## src/rtl/sprite_line_scheduler.sv

```systemverilog
// Shares one sprite bitmap ROM among NUM_SPRITES sprites: fetches next-line rows during hblank, picks pixels in active video.
// Optional build macro SPRITE_MIRROR_EN adds per-sprite horizontal mirroring (port sprite_flip).
module sprite_line_scheduler #(
    parameter int NUM_SPRITES = 4,
    parameter int V_TOTAL     = 525
) (
    input  logic                      clk,
    input  logic                      reset_n,
    input  logic [9:0]                hpos,
    input  logic [9:0]                vpos,
    input  logic                      hblank_start,
    input  logic                      active,
    input  logic [NUM_SPRITES-1:0]    sprite_en,
    input  logic [10*NUM_SPRITES-1:0] sprite_x,
    input  logic [10*NUM_SPRITES-1:0] sprite_y,
`ifdef SPRITE_MIRROR_EN
    input  logic [NUM_SPRITES-1:0]    sprite_flip,
`endif
    output logic [3:0]                rom_line,
    input  logic [63:0]               rom_bits,
    output logic [2:0]                pixel_rgb,
    output logic                      pixel_hit,
    output logic                      busy
);
    localparam int KW = $clog2(NUM_SPRITES + 1);
    localparam logic [KW-1:0] K_LAST = KW'(NUM_SPRITES);

    typedef enum logic {IDLE, SCAN} state_t;

    state_t        state_q, state_d;
    logic [KW-1:0] k_q, k_d;
    logic [9:0]    target_q, target_d;
    logic [3:0]    rom_line_q, rom_line_d;
    logic          busy_q, busy_d;
    logic          fetch_vld_q, fetch_vld_d;
    logic [KW-1:0] fetch_idx_q, fetch_idx_d;
    logic          fetch_hit_q, fetch_hit_d;
    logic [63:0]   line_buf_q [NUM_SPRITES];
    logic [63:0]   line_buf_d [NUM_SPRITES];
    logic [9:0]    xl_q [NUM_SPRITES];
    logic [9:0]    xl_d [NUM_SPRITES];
    logic [2:0]    pixel_rgb_q, pixel_rgb_d;
    logic          pixel_hit_q, pixel_hit_d;

    logic [9:0]    target_next;
    logic [9:0]    sel_y;
    logic          sel_en;
    logic [9:0]    dy;

    assign target_next = (vpos == 10'(V_TOTAL - 1)) ? 10'd0 : vpos + 10'd1;

    // Row select for the sprite being fetched this cycle; mod-1024 subtraction gives the vertical wrap.
    always_comb begin
        sel_y  = '0;
        sel_en = 1'b0;
        for (int i = 0; i < NUM_SPRITES; i++) begin
            if (k_q == KW'(i)) begin
                sel_y  = sprite_y[10*i +: 10];
                sel_en = sprite_en[i];
            end
        end
        dy = target_q - sel_y;
    end

    always_comb begin
        state_d     = state_q;
        k_d         = k_q;
        target_d    = target_q;
        rom_line_d  = rom_line_q;
        fetch_vld_d = 1'b0;
        fetch_idx_d = fetch_idx_q;
        fetch_hit_d = fetch_hit_q;
        if (hblank_start) begin
            state_d  = SCAN;
            k_d      = '0;
            target_d = target_next;
        end else if (state_q == SCAN) begin
            if (k_q == K_LAST) begin
                state_d = IDLE;
            end else begin
                rom_line_d  = dy[3:0];
                fetch_vld_d = 1'b1;
                fetch_idx_d = k_q;
                fetch_hit_d = sel_en && (dy < 10'd16);
                k_d         = k_q + 1'b1;
            end
        end
        busy_d = (state_d == SCAN);
    end

    // ROM data for the address issued last cycle lands here.
    always_comb begin
        for (int i = 0; i < NUM_SPRITES; i++) begin
            line_buf_d[i] = line_buf_q[i];
            xl_d[i]       = xl_q[i];
            if (fetch_vld_q && fetch_idx_q == KW'(i)) begin
                line_buf_d[i] = fetch_hit_q ? rom_bits : 64'h0;
                xl_d[i]       = sprite_x[10*i +: 10];
            end
        end
    end

    always_comb begin
        logic [9:0] px;
        logic [3:0] idx;
        logic [3:0] nib;
        logic       hit_c;
        logic [2:0] rgb_c;
        px    = '0;
        idx   = '0;
        nib   = '0;
        hit_c = 1'b0;
        rgb_c = '0;
        // Walk from lowest priority up so sprite 0 overrides everything.
        for (int i = NUM_SPRITES - 1; i >= 0; i--) begin
            px  = hpos - xl_q[i];
            idx = px[3:0];
`ifdef SPRITE_MIRROR_EN
            if (sprite_flip[i])
                idx = ~px[3:0];
`endif
            nib = line_buf_q[i][{~idx, 2'b00} +: 4];
            if (px < 10'd16 && nib[0]) begin
                hit_c = 1'b1;
                rgb_c = nib[3:1];
            end
        end
        pixel_hit_d = active && (state_q == IDLE) && hit_c;
        pixel_rgb_d = pixel_hit_d ? rgb_c : 3'b000;
    end

    always_ff @(posedge clk) begin
        if (!reset_n) begin
            state_q     <= IDLE;
            k_q         <= '0;
            target_q    <= '0;
            rom_line_q  <= '0;
            busy_q      <= 1'b0;
            fetch_vld_q <= 1'b0;
            fetch_idx_q <= '0;
            fetch_hit_q <= 1'b0;
            pixel_rgb_q <= '0;
            pixel_hit_q <= 1'b0;
            for (int i = 0; i < NUM_SPRITES; i++) begin
                line_buf_q[i] <= '0;
                xl_q[i]       <= '0;
            end
        end else begin
            state_q     <= state_d;
            k_q         <= k_d;
            target_q    <= target_d;
            rom_line_q  <= rom_line_d;
            busy_q      <= busy_d;
            fetch_vld_q <= fetch_vld_d;
            fetch_idx_q <= fetch_idx_d;
            fetch_hit_q <= fetch_hit_d;
            pixel_rgb_q <= pixel_rgb_d;
            pixel_hit_q <= pixel_hit_d;
            line_buf_q  <= line_buf_d;
            xl_q        <= xl_d;
        end
    end

    assign rom_line  = rom_line_q;
    assign busy      = busy_q;
    assign pixel_rgb = pixel_rgb_q;
    assign pixel_hit = pixel_hit_q;

endmodule
```

## config.mk

```make
export PLATFORM = sky130hd
export DESIGN_NAME = sprite_line_scheduler
export DESIGN_NICKNAME = d
export VERILOG_FILES = /design/src/rtl/sprite_line_scheduler.sv
export SDC_FILE = /design/constraint.sdc
export NUM_CORES = 1
export LEC_CHECK = 0
export BUFFER_PORTS_ARGS = -buffer_cell sky130_fd_sc_hd__buf_2
export CORE_ASPECT_RATIO = 0.8
export CORE_MARGIN = 1.5
export CORE_UTILIZATION = 45
export DETAILED_ROUTE_END_ITERATION = 16
export PLACE_DENSITY = 0.64
export REMOVE_ABC_BUFFERS = 1
export SKIP_CTS_REPAIR_TIMING = 1
export SYNTH_ARGS = -nofsm -noshare
export SYNTH_HDL_FRONTEND = slang
export SYNTH_SLANG_ARGS = --single-unit
export TNS_END_PERCENT = 50
```

## constraint.sdc

```tcl
create_clock -name clk -period 3.4 [get_ports clk]
set_clock_uncertainty 0.05 [all_clocks]
set_input_delay 0.17 -clock clk [delete_from_list [all_inputs] [get_ports clk]]
set_output_delay 0.17 -clock clk [all_outputs]
set_load 0.02 [all_outputs]
```

==> metrics.md <==
| Metric | Value |
|---|---|
| Worst flop-to-flop path endpoint | `pixel_rgb[1]` |
| Core Footprint | `36970 um^2` |
| Synth Flop Type | `dfxtp_1` |
| Min-delay src | `vpos[3]` |
| Number of vias in the routed layout | `around 15k` |
| Data required time at the worst endpoint | `3.78 ns` |
| Fraction of registers with async set or reset after synthesis | `0%` |
| Transition time of the tightest slew-check pin | `0.9970 ns` |
| Largest net degree at the start of global routing | `approximately 190` |
| Wire length of the first global-routing pass | `a little under 80 mm` |
| Crit path DAT | `3.55 ns` |
| Top fanout value on the critical path | `6` |
| Count of pins over their slew limit | `0` |
| Crit path setup slack, layout | `about 0.23 ns` |
| Number of hold violations in the final report | `1` |
| Reg2Reg Setup Slack | `0.23 ns` |
| Fmax achieved | `~320 MHz` |
| Multi-input gate area | `9615 um^2` |
| Leakage | `0.007350 uW` |
| Via count normalized by instance count | `5.707` |
| Synth Area per Inst | `8.792 um^2` |
| Outcome | `complete, but fails checks` |
| Peak ir drop on the vdd network | `0.3549 mV` |
| Number of ports placed on the die boundary | `roughly 180` |
| Most common cell after layout, fill and taps aside | `nand2_1` |
| Sum of net half-perimeters after detailed placement | `34.86 mm` |
| TritonCTS clock tree | `yes` |
| Initial detailed-routing violation count | `1414` |
| Class of the most critical setup path | `flip-flop to flip-flop` |
| Post-Synthesis Cell Area | `between 15000 and 20000 um^2` |
| Count of cell types in the netlist | `62` |
| Start of the worst register-to-register path | `xl_q[0]` |
| Number of endpoints failing setup at the final stage | `0` |
| Post-synth EDFFs | `0` |
| NumNets Final | `2376` |
| Wire length after detailed routing | `51.55 mm` |
| Die X-Extent | `about 220 um` |
| Routed length per instance | `19.37 um` |
| Congestion Overflow GR | `0` |
| Initial antenna violation count | `1` |
| Number of warnings issued by yosys | `0` |
| Worst Hold Path EP | `target_q[3]` |
| Vias in the first global route | `13.91k` |
| Worst-case clock buffer depth | `3` |
| Headroom to the max-slew limit | `33.30%` |
| Growth of design area from synthesis to finish | `23.20%` |
| R2R cell count | `8` |
| Worst-case hold slack | `-0.05480 ns` |
| Layout fillers | `between 3k and 4k` |
| All-layer global routing usage | `25.99%` |
| Final-layout setup total negative slack | `0 ns` |
| Total power after layout | `a little under 9000 uW` |
| Seq/Total Area, Yosys | `38.46%` |
| Flip-flop and latch area | `6472 um^2` |
| Count of input and output buffers | `180` |
| Number of buffers added by the clock tree synthesis step | `36` |
| Violated checks | `negative hold slack` |
| Floorplan row count | `63` |
| Height of the die | `175.9 um` |
| Detailed Routing Iterations Pass 1 | `5` |
| Hold/Removal Path Class | `input port to flip-flop` |
| Highest-count cells in the layout ignoring fill and taps | `384 x nand2_1, 320 x dfxtp_1, 303 x a21boi_0` |
| Period Utilization, post-route | `93.34%` |
| Starting density of the core | `45.47%` |
| Layout cells sized above 1 | `a little under a fifth` |
| Kind of capture point of the worst setup path | `flip-flop` |
| Max-capacitance violation count | `0` |
| Drc violations | `0` |
| WHS Path Cells | `3` |
| Diode insertion count for antenna repair | `0` |
| Number of sinks handled by clock tree synthesis | `323` |
| Post-Place Setup Slack | `0.08476 ns` |
| Clock-pin slew reported for the worst setup and hold paths after clock tree synthesis | `0.06 ns` |
| H-tree lvl count | `2` |
| Die footprint | `38530 um^2` |
| Insertion delay of the later-clocked pin in the worst-skew pair | `between 0.5 and 0.6 ns` |
| RSZ-0062 raised after global routing | `false` |
| Power per Cell Area | `approximately 430 nW/um^2` |
| Final critical-path required period | `3.173 ns` |
| Number of flip-flops and latches in the synthesized netlist | `around 320` |
| Antenna Nets Post-Route | `0` |
| Mapped Cells | `1912` |
| CTS Root Buffer Type | `clkbuf_16` |
| CP startpoint kind | `flip-flop` |
| Final estimated routing congestion in global placement | `0.8700` |
## kinds of logic (layout without fill, tap and decap cells)
group | Yosys count | after routing | synth area share, %
and+or+nand+nor | 757 | 757 | 20.33
AOI/OAI and AO/OA | 445 | 445 | 19.19
DFF | 323 | 323 | 38.46
buffers and inverters | 204 | 466 | 4.570
muxes | 92 | 92 | 11.17
adders and majority gates | 57 | 57 | 4.466
xor gates and xnor gates | 34 | 34 | 1.816
## routing by layer
layer	wire length [um]	track usage, %	part of all wire [%]
met5	19	0	0.037
met4	1158	7.677	2.2
met3	3572	4.848	6.9
met2	23020	38.63	45
met1	23780	38.11	46
## cells in the mapped netlist (all sizes together) (8+ instances only)
master | instances | share of area, %
dfxtp | 323 | 38
nand3 | 268 | 8.0
nand2 | 385 | 8.6
nor3 | 9 | 0.30
a21oi | 22 | 0.65
a22oi | 21 | 0.94
buf | 13 | 0.31
xor2 | 11 | 0.62
nand2b | 11 | 0.41
clkbuf | 139 | 3.1
nor2b | 11 | 0.41
mux2i | 11 | 0.65
xnor2 | 23 | 1.2
a211oi | 8 | 0.43
mux4 | 76 | 10
inv | 52 | 1.2
o21ai | 41 | 1.2
a21o | 15 | 0.67
a21boi | 304 | 14
nor2 | 34 | 0.76
ha | 52 | 3.9
## power breakdown
| part | internal, uW | leakage, uW | total (uW) | switching, uW |
|---|---|---|---|---|
| Clock | 2500 | 0.000618 | 4120 | 1630 |
| Combinational | 468 | 0.00413 | 1000 | 536 |
| Sequential | 3800 | 0.00261 | 3820 | 16.1 |
## final cells by class
class	instances	area share (%)
Multi-Input combinational cell	1385	46.43
Sequential cell	323	31.25
Timing Repair Buffer	349	12.35
Clock buffer	53	5.352
Tap cell	487	2.942
Inverter	52	0.9424
Clock inverter	12	0.7310
## critical path, stage by stage (launching register included)
cell and delay (ns):
dfxtp_1 0.31, ha_1 0.21, fa_1 0.81, mux4_2 0.45, mux4_2 0.50, nor4b_4 0.17, nor3_2 0.27, a211oi_4 0.11
and3_1 0.19
## flip-flops by register name, indices dropped and copies added, names as in the netlist, 3 cells and up
register / count
line_buf_q: 256
xl_q: 40
target_q: 10
rom_line: 4
fetch_idx_q: 3
k_q: 3
pixel_rgb: 3
## stage by stage
stage	util [%]	std cells	hold WS [ns]	instance area [um^2]
after floorplan	-	1760	0.2143	16240
after global placement	49.47	2481	0.3715	18290
after detailed placement	49.47	2481	0.3797	18290
after CTS	52.88	2546	-0.1804	19550
after global routing	56.02	2661	0.01178	20710
final	56.02	2661	-0.05480	20710
## how the worst max path moves through the flow
| stage | endpoint | startpoint | slack, ns |
|---|---|---|---|
| 2_1_floorplan | line_buf_q[0] | fetch_hit_q | -1.34 |
| 3_3_place_gp | pixel_rgb[2] | hpos[0] | 0.13 |
| 3_5_place_dp | pixel_rgb[2] | hpos[0] | 0.08 |
| 4_1_cts | fetch_hit_q | k_q[0] | 0.15 |
| 5_1_grt | fetch_hit_q | k_q[1] | 0.02 |
| 6_report | pixel_rgb[1] | xl_q[0] | 0.23 |
(Power assumes the default switching activity.)
